### config.mk
export PLATFORM = sky130hd
export DESIGN_NAME = fetch_unit
export DESIGN_NICKNAME = d
export VERILOG_FILES = /design/src/rtl/fetch_unit.sv
export SDC_FILE = /design/constraint.sdc
export NUM_CORES = 1
export LEC_CHECK = 0
export CORE_ASPECT_RATIO = 1.2
export CORE_MARGIN = 2
export CORE_UTILIZATION = 40
export CTS_CLUSTER_DIAMETER = 200
export DETAILED_ROUTE_END_ITERATION = 8
export GPL_TIMING_DRIVEN = 0
export PLACE_DENSITY_LB_ADDON = 0.12
export SLEW_MARGIN = 20
export SYNTH_ARGS = -nofsm -noshare
export SYNTH_HDL_FRONTEND = slang
export SYNTH_SLANG_ARGS = --single-unit
### constraint.sdc
create_clock -name clock -period 2.1 [get_ports clock]
set_input_delay 0.63 -clock clock [delete_from_list [all_inputs] [get_ports clock]]
set_output_delay 0.63 -clock clock [all_outputs]
set_load 0.1 [all_outputs]
### src/rtl/fetch_unit.sv
// Instruction fetch sequencer: drives the PC onto the bus, reads one memory word into ir,
// then strobes the PC increment. Misaligned addresses and memory timeouts park in FAULT.
module fetch_unit #(
    parameter int unsigned DATA_WIDTH = 16,
    parameter int unsigned TIMEOUT    = 15
) (
    input  logic                  clock,
    input  logic                  notReset,
    input  logic                  start,
    input  logic                  fault_ack,
    input  logic [DATA_WIDTH-1:0] pc_addr,
    output logic                  pc_notOE,
    output logic                  pc_inc,
    output logic [DATA_WIDTH-1:0] mem_addr,
    output logic                  mem_notRead,
    input  logic                  mem_ready,
    input  logic [DATA_WIDTH-1:0] mem_data,
    output logic [DATA_WIDTH-1:0] ir,
    output logic                  ir_valid,
    output logic                  busy,
    output logic                  fault
);

    typedef enum logic [2:0] {
        StIdle,
        StAddr,
        StRead,
        StLatch,
        StFault
    } state_e;

    // Last READ cycle index before giving up on the memory.
    localparam logic [7:0] WaitLast = 8'(TIMEOUT - 1);

    state_e                  state_q, state_d;
    logic [7:0]              wait_q, wait_d;
    logic [DATA_WIDTH-1:0]   mem_addr_q, mem_addr_d;
    logic [DATA_WIDTH-1:0]   ir_q, ir_d;
    logic                    ir_valid_q, ir_valid_d;

    always_ff @(posedge clock or negedge notReset) begin
        if (!notReset) begin
            state_q    <= StIdle;
            wait_q     <= '0;
            mem_addr_q <= '0;
            ir_q       <= '0;
            ir_valid_q <= 1'b0;
        end else begin
            state_q    <= state_d;
            wait_q     <= wait_d;
            mem_addr_q <= mem_addr_d;
            ir_q       <= ir_d;
            ir_valid_q <= ir_valid_d;
        end
    end

    always_comb begin
        state_d    = state_q;
        wait_d     = '0;
        mem_addr_d = mem_addr_q;
        ir_d       = ir_q;
        ir_valid_d = ir_valid_q;
        unique case (state_q)
            StIdle: begin
                if (start) begin
                    state_d    = StAddr;
                    ir_valid_d = 1'b0;
                end
            end
            StAddr: begin
                mem_addr_d = pc_addr;
                state_d    = pc_addr[0] ? StFault : StRead;
            end
            StRead: begin
                // A ready on the timeout cycle still completes the fetch.
                if (mem_ready) begin
                    ir_d       = mem_data;
                    ir_valid_d = 1'b1;
                    state_d    = StLatch;
                end else if (wait_q == WaitLast) begin
                    state_d = StFault;
                end else begin
                    wait_d = wait_q + 8'd1;
                end
            end
            StLatch: begin
                state_d = StIdle;
            end
            StFault: begin
                if (fault_ack) begin
                    state_d = StIdle;
                end
            end
            default: begin
                state_d = StIdle;
            end
        endcase
    end

    // Strobes come straight from the state register so reset deasserts them at once.
    assign pc_notOE    = (state_q != StAddr);
    assign mem_notRead = (state_q != StRead);
    assign pc_inc      = (state_q == StLatch);
    assign busy        = (state_q != StIdle);
    assign fault       = (state_q == StFault);
    assign mem_addr    = mem_addr_q;
    assign ir          = ir_q;
    assign ir_valid    = ir_valid_q;

endmodule

**After elaboration in Yosys (flattened, before gate mapping)**

Index checks and enable logic that the tools add are counted.

- $add $sub $neg: 1
- Equality and inequality tests: 11
- Mux-type cells: 12
- Reductions and logical operators: 6

Operator list:

| kind | number |
|---|---|
| $mux W8 | 3 |
| $mux W3 | 5 |
| $pmux W3 S4 | 1 |
| $add A8 B1 Y8 const B | 1 |
| $eq A8 B4 Y1 const B | 1 |
| $eq A3 B2 Y1 const B | 2 |
| $ne A2 B2 Y1 const B | 3 |
| $reduce_and A3 Y1 | 2 |
| $eq A3 B1 Y1 const B | 1 |
| $eq A3 B3 Y1 const B | 1 |
| $logic_not A3 Y1 | 1 |
| $ne A3 B1 Y1 const B | 1 |
| $ne A3 B2 Y1 const B | 1 |
| $ne A3 B3 Y1 const B | 1 |
| $reduce_bool A3 Y1 | 1 |
| $mux W1 | 2 |
| $pmux W1 S2 | 1 |
| $reduce_and A2 Y1 | 1 |
| $reduce_bool A2 Y1 | 1 |

- Flip-flop bits (word level): 44
- Bits of input ports: 37
- Word-level logic and storage cells: 35

**Logic depth before layout (Yosys ltp)**

- Depth in word-level cells: 4
- Gate-level depth with buffers: 6
- Depth with buffers taken out: 5

**Worst setup path after synthesis**

No wires, ideal clock.

- Path type: flip-flop to output port
- Start point: reg state_q[1]
- End point: out fault
- Arrival time: 2.745 ns
- Setup slack: -1.275 ns
- Cell stages (with the launch flop): 3
- Buffers on the path: 1
- Cells stage by stage: dfrtp_1 buf_2 nor3b_1

- Word-level cells in the longest chain between the ends: 1

RTL lines:

| what | RTL line | source |
|---|---|---|
| from (decl) | 35 | `state_e state_q, state_d;` |
| from (signal assigned) | 43 | `state_q <= StIdle;` |
| from (signal assigned) | 49 | `state_q <= state_d;` |
| $eq A3 B3 Y1 | 105 | `assign fault = (state_q == StFault);` |
| to (decl) | 21 | `output logic fault` |

No other way between the ends.

**Final worst setup path**

- Start point: reg state_q[1]
- End point: out busy

- Word-level cells in the longest chain between the ends: 1

RTL lines:

| what | RTL line | source |
|---|---|---|
| $reduce_bool A3 Y1 | 104 | `assign busy = (state_q != StIdle);` |
| to (decl) | 20 | `output logic busy,` |

No other way between the ends.

==> impl_summary.log <==
INFO  metric final_max_slew_viol_count = 0
INFO  metric syn-instance-count = 133
INFO  metric placement.cell_area = about 2800 sq um
INFO  metric synth_simple_gate_area_share = 0.101
INFO  metric core = 4590 sq um
INFO  metric grt_start_max_net_pins = 24
INFO  metric first_iter_violations = 18
INFO  metric final_layout_size_suffix_gt1_frac = 0.442
INFO  metric place_hpwl = slightly above 3000 microns
INFO  metric synth.area.mux_share = 0.214
INFO  metric number_of_global_route_vias_before_repair = between 1,000 and 1,500
INFO  metric routed_via_count = ~1,300
INFO  metric vias_per_cell = 4.92
INFO  metric final_weighted_congestion_in_routability_driven_placement = 0.725
INFO  metric yosys_warnings = 0
INFO  metric final_antenna_net_count = 0
INFO  metric boundaryPins = between 70 and 80
INFO  metric number_of_max_cap_violations = 0
INFO  metric cp_data_required_time = approximately 1.5 ns
INFO  metric die_h = around 80 microns
INFO  metric run_status = completed
INFO  metric worstPathArrival = 1.42 ns
INFO  metric filler_cells = about 370
INFO  metric tritoncts.num_buffers = 5
INFO  metric drcViolationCount = 0
INFO  metric grt_antenna_before_repair = 0
INFO  metric global_route.overflow_total = 0
INFO  metric grt_usage = 0.165
INFO  metric min_period = around 2.0 ns
INFO  metric synth.ff_latch_count = 44
INFO  metric area_enclosed_by_the_die_boundary = between 5000 and 6000 sq um
INFO  metric category_of_the_worst_setup_path_capture_point = output pin
INFO  metric rows = 27
INFO  metric cts_num_sinks = 44
INFO  metric number_of_i_o_port_buffers = 74
INFO  metric setup_viol = 0
INFO  metric area_delta_synth_final = 48.9%
INFO  metric initial_utilization = 0.414
INFO  metric synth_area_per_cell = about 14 sq um
INFO  metric slowest_cell_on_the_critical_path = sky130_fd_sc_hd__or3_4
INFO  metric final.period_utilization = 0.975
INFO  metric synth_area = around 1900 sq um
INFO  metric fp.dieW = between 60 and 70 microns
INFO  metric synth_top_area_cell = sky130_fd_sc_hd__dfrtp_1
INFO  metric postCtsHoldBufs = 0
INFO  metric ctsHtreeMaxLevel = 2
INFO  metric tritoncts = built
INFO  metric setup.worst_path.class = reg -> out
INFO  metric worstPathMaxFanout = 10
INFO  metric critPathMaxStageDelay = 0.39 ns
INFO  metric avgRoutedWirePerCell = between 10 and 15 microns
INFO  metric crit_start = state_q[1]$_DFFE_PN0P_
INFO  metric source_to_sink_clock_delay_at_the_later_pin_of_the_worst_skew_pair = 0.28 ns
INFO  metric clock.fmax = a little under 500 MHz
INFO  metric hold_viol = 0
INFO  metric finalClockSkew = ~0.0056 ns
INFO  metric synth_top_cell_area_share = 0.578
INFO  metric clock_tree.root_cell = sky130_fd_sc_hd__clkbuf_8
INFO  metric synth_compound_gate_area_share = 0.0407
INFO  metric worstMarginPinSlew = between 0.5 and 0.6 ns
INFO  metric grt_first_pass_wirelength = roughly 6500 microns
INFO  metric timing.critical_path.from_type = flop
INFO  metric nNetsFinal = roughly 250
INFO  metric synth_area_leaders = sky130_fd_sc_hd__dfrtp_1 (58%), sky130_fd_sc_hd__mux2_2 (13%), sky130_fd_sc_hd__mux2_4 (7.9%)
INFO  metric synthXorXnorAreaFrac = 0.0138
INFO  metric path_category_of_the_worst_min_delay_check = in -> async
INFO  metric worst_hold_slack = 0.316 ns
INFO  metric final_core_utilization = 0.617
INFO  metric critical_path.cell_chain = buf_4 -> or3_4 -> buf_12
INFO  metric yosysSeqAreaShare = 0.578
INFO  metric cts.reportedPaths.clkPinSlew = approximately 0.07 ns
INFO  metric syn-num-nets = roughly 170
INFO  metric post_cts.repair.setup_buffers = 0
INFO  metric cts.path.max_buffers = 2
INFO  metric synth_fa_ha_area_frac = 0.0131
INFO  metric totalWireLength = 3990 microns
INFO  metric max-slew-margin-rel = 0.626
INFO  metric layout.cell_area.non_filler = around 2800 sq um
INFO  metric synth_top_family_by_area = multiplexers
INFO  metric drt-pass1-iter-count = 4
INFO  metric post_synth_num_cell_types = 34
INFO  metric crit-reg2reg-launch = state_q[2]$_DFFE_PN0P_
INFO  metric antenna_cells_inserted = 0
==> placed cells by master (no fill, tap or decap), types with 2 or more instances in the layout <==
master and instances:
sky130_fd_sc_hd__dfrtp_1 44, sky130_fd_sc_hd__clkdlybuf4s50_1 35, sky130_fd_sc_hd__clkdlybuf4s15_2 23, sky130_fd_sc_hd__mux2_2 22, sky130_fd_sc_hd__mux2_4 10, sky130_fd_sc_hd__clkbuf_2 10, sky130_fd_sc_hd__nor2_1 7, sky130_fd_sc_hd__nand3_1 5
sky130_fd_sc_hd__clkbuf_8 5, sky130_fd_sc_hd__or3_1 4, sky130_fd_sc_hd__a21oi_1 4, sky130_fd_sc_hd__buf_6 3, sky130_fd_sc_hd__nand2_1 3, sky130_fd_sc_hd__o21ai_0 3, sky130_fd_sc_hd__buf_4 2, sky130_fd_sc_hd__nor2_4 2
sky130_fd_sc_hd__buf_8 2, sky130_fd_sc_hd__inv_1 2, sky130_fd_sc_hd__xor2_1 2, sky130_fd_sc_hd__and3b_2 2, sky130_fd_sc_hd__buf_12 2, sky130_fd_sc_hd__ha_1 2, sky130_fd_sc_hd__buf_2 2
==> cells in the mapped netlist <==
| master | count |
|---|---|
| sky130_fd_sc_hd__mux2i_1 | 1 |
| sky130_fd_sc_hd__dfrtp_1 | 44 |
| sky130_fd_sc_hd__buf_2 | 1 |
| sky130_fd_sc_hd__nor3_1 | 1 |
| sky130_fd_sc_hd__nor3b_1 | 1 |
| sky130_fd_sc_hd__nand4b_1 | 1 |
| sky130_fd_sc_hd__buf_6 | 3 |
| sky130_fd_sc_hd__a21o_2 | 1 |
| sky130_fd_sc_hd__and3_4 | 1 |
| sky130_fd_sc_hd__or3_2 | 1 |
| sky130_fd_sc_hd__buf_12 | 1 |
| sky130_fd_sc_hd__nand2_2 | 1 |
| sky130_fd_sc_hd__xnor2_1 | 1 |
| sky130_fd_sc_hd__o21ai_0 | 3 |
| sky130_fd_sc_hd__a22o_1 | 1 |
| sky130_fd_sc_hd__nor4b_2 | 1 |
| sky130_fd_sc_hd__mux2_2 | 22 |
| sky130_fd_sc_hd__or3_1 | 4 |
| sky130_fd_sc_hd__o2bb2ai_1 | 1 |
| sky130_fd_sc_hd__xor2_1 | 2 |
| sky130_fd_sc_hd__a21oi_1 | 4 |
| sky130_fd_sc_hd__nor2_4 | 1 |
| sky130_fd_sc_hd__nand3_1 | 5 |
| sky130_fd_sc_hd__o21ai_2 | 1 |
| sky130_fd_sc_hd__mux2_4 | 10 |
| sky130_fd_sc_hd__buf_4 | 1 |
| sky130_fd_sc_hd__nor2_1 | 7 |
| sky130_fd_sc_hd__ha_1 | 2 |
| sky130_fd_sc_hd__nor2_2 | 1 |
| sky130_fd_sc_hd__and3b_2 | 2 |
| sky130_fd_sc_hd__o211ai_1 | 1 |
| sky130_fd_sc_hd__inv_1 | 2 |
| sky130_fd_sc_hd__nand2_1 | 3 |
| sky130_fd_sc_hd__nand4_1 | 1 |
==> per-layer routing <==
layer | share of wire | GRT usage | vias up
met5 | 0 | 0 | -
met4 | 0.016 | 0.0735 | 0
met3 | 0.073 | 0.0353 | 5
met2 | 0.52 | 0.296 | 50
met1 | 0.39 | 0.183 | 655
li1 | - | - | 633
==> cell families after synthesis <==
logic type / count (synthesis)
flip-flops: 44
AND/OR/NAND/NOR: 31
XOR/XNOR: 3
buffers and inverters: 8
multiplexers: 33
AO/OA/AOI/OAI: 12
adder cells (fa/ha/maj): 2
==> critical path, delay by kind of cell (launching register included) <==
kind / cells / cell delay [ns]
buffers and inverters: 2 / 0.35
DFF: 1 / 0.38
and+or+nand+nor: 1 / 0.39
==> path summary, 6_finish.rpt <==
path	to	cells after the start	slack, ns
min in group clock	mem_addr[0]$_DFFE_PN0N_	1	0.51
worst min register to register	mem_addr[0]$_DFFE_PN0N_	1	0.51
worst min-delay path	ir[6]$_DFFE_PN0P_	1	0.32
max in group asynchronous	wait_q[5]$_DFF_PN0_	2	1.29
worst max register to register	ir[11]$_DFFE_PN0P_	6	0.55
worst max-delay path	busy	3	0.05
==> metrics by stage <==
step | setup WS, ns | TNS, ns | cells
after floorplan | 0.0839 | 0 | 133
after global placement | -0.681 | -31.97 | 265
after detailed placement | -0.722 | -2.65 | 266
after CTS | 0.000517 | 0 | 273
after global routing | -0.00163 | -0.00163 | 273
final | 0.0533 | 0 | 273
==> layout make-up <==
| type | instances | area (sq um) | share of cell area |
|---|---|---|---|
| plain buffers | 6 | 76.3 | 0.0269 |
| clock buffers | 6 | 72.6 | 0.0256 |
| clock inverters | 1 | 5.00 | 0.00176 |
| inverters | 2 | 7.51 | 0.00265 |
| multi-input cells | 81 | 754 | 0.266 |
| flip-flops and latches | 44 | 1100 | 0.388 |
| well taps | 58 | 72.6 | 0.0256 |
| repair buffers | 75 | 747 | 0.263 |
==> what timing repair did <==
item / in CTS / in global routing
gates resized for setup: 126 / 13
pin swaps: 0 / 1
setup endpoints to repair: 38 / 12
==> state kept, by name, summed over array words and instances, names as in the netlist <==
name	flops
ir_valid	1
ir	16
state_q	3
wait_q	8
mem_addr	16
Power is not shown: default switching activity piles up to over one toggle a cycle in this logic, so the estimate is an artifact.
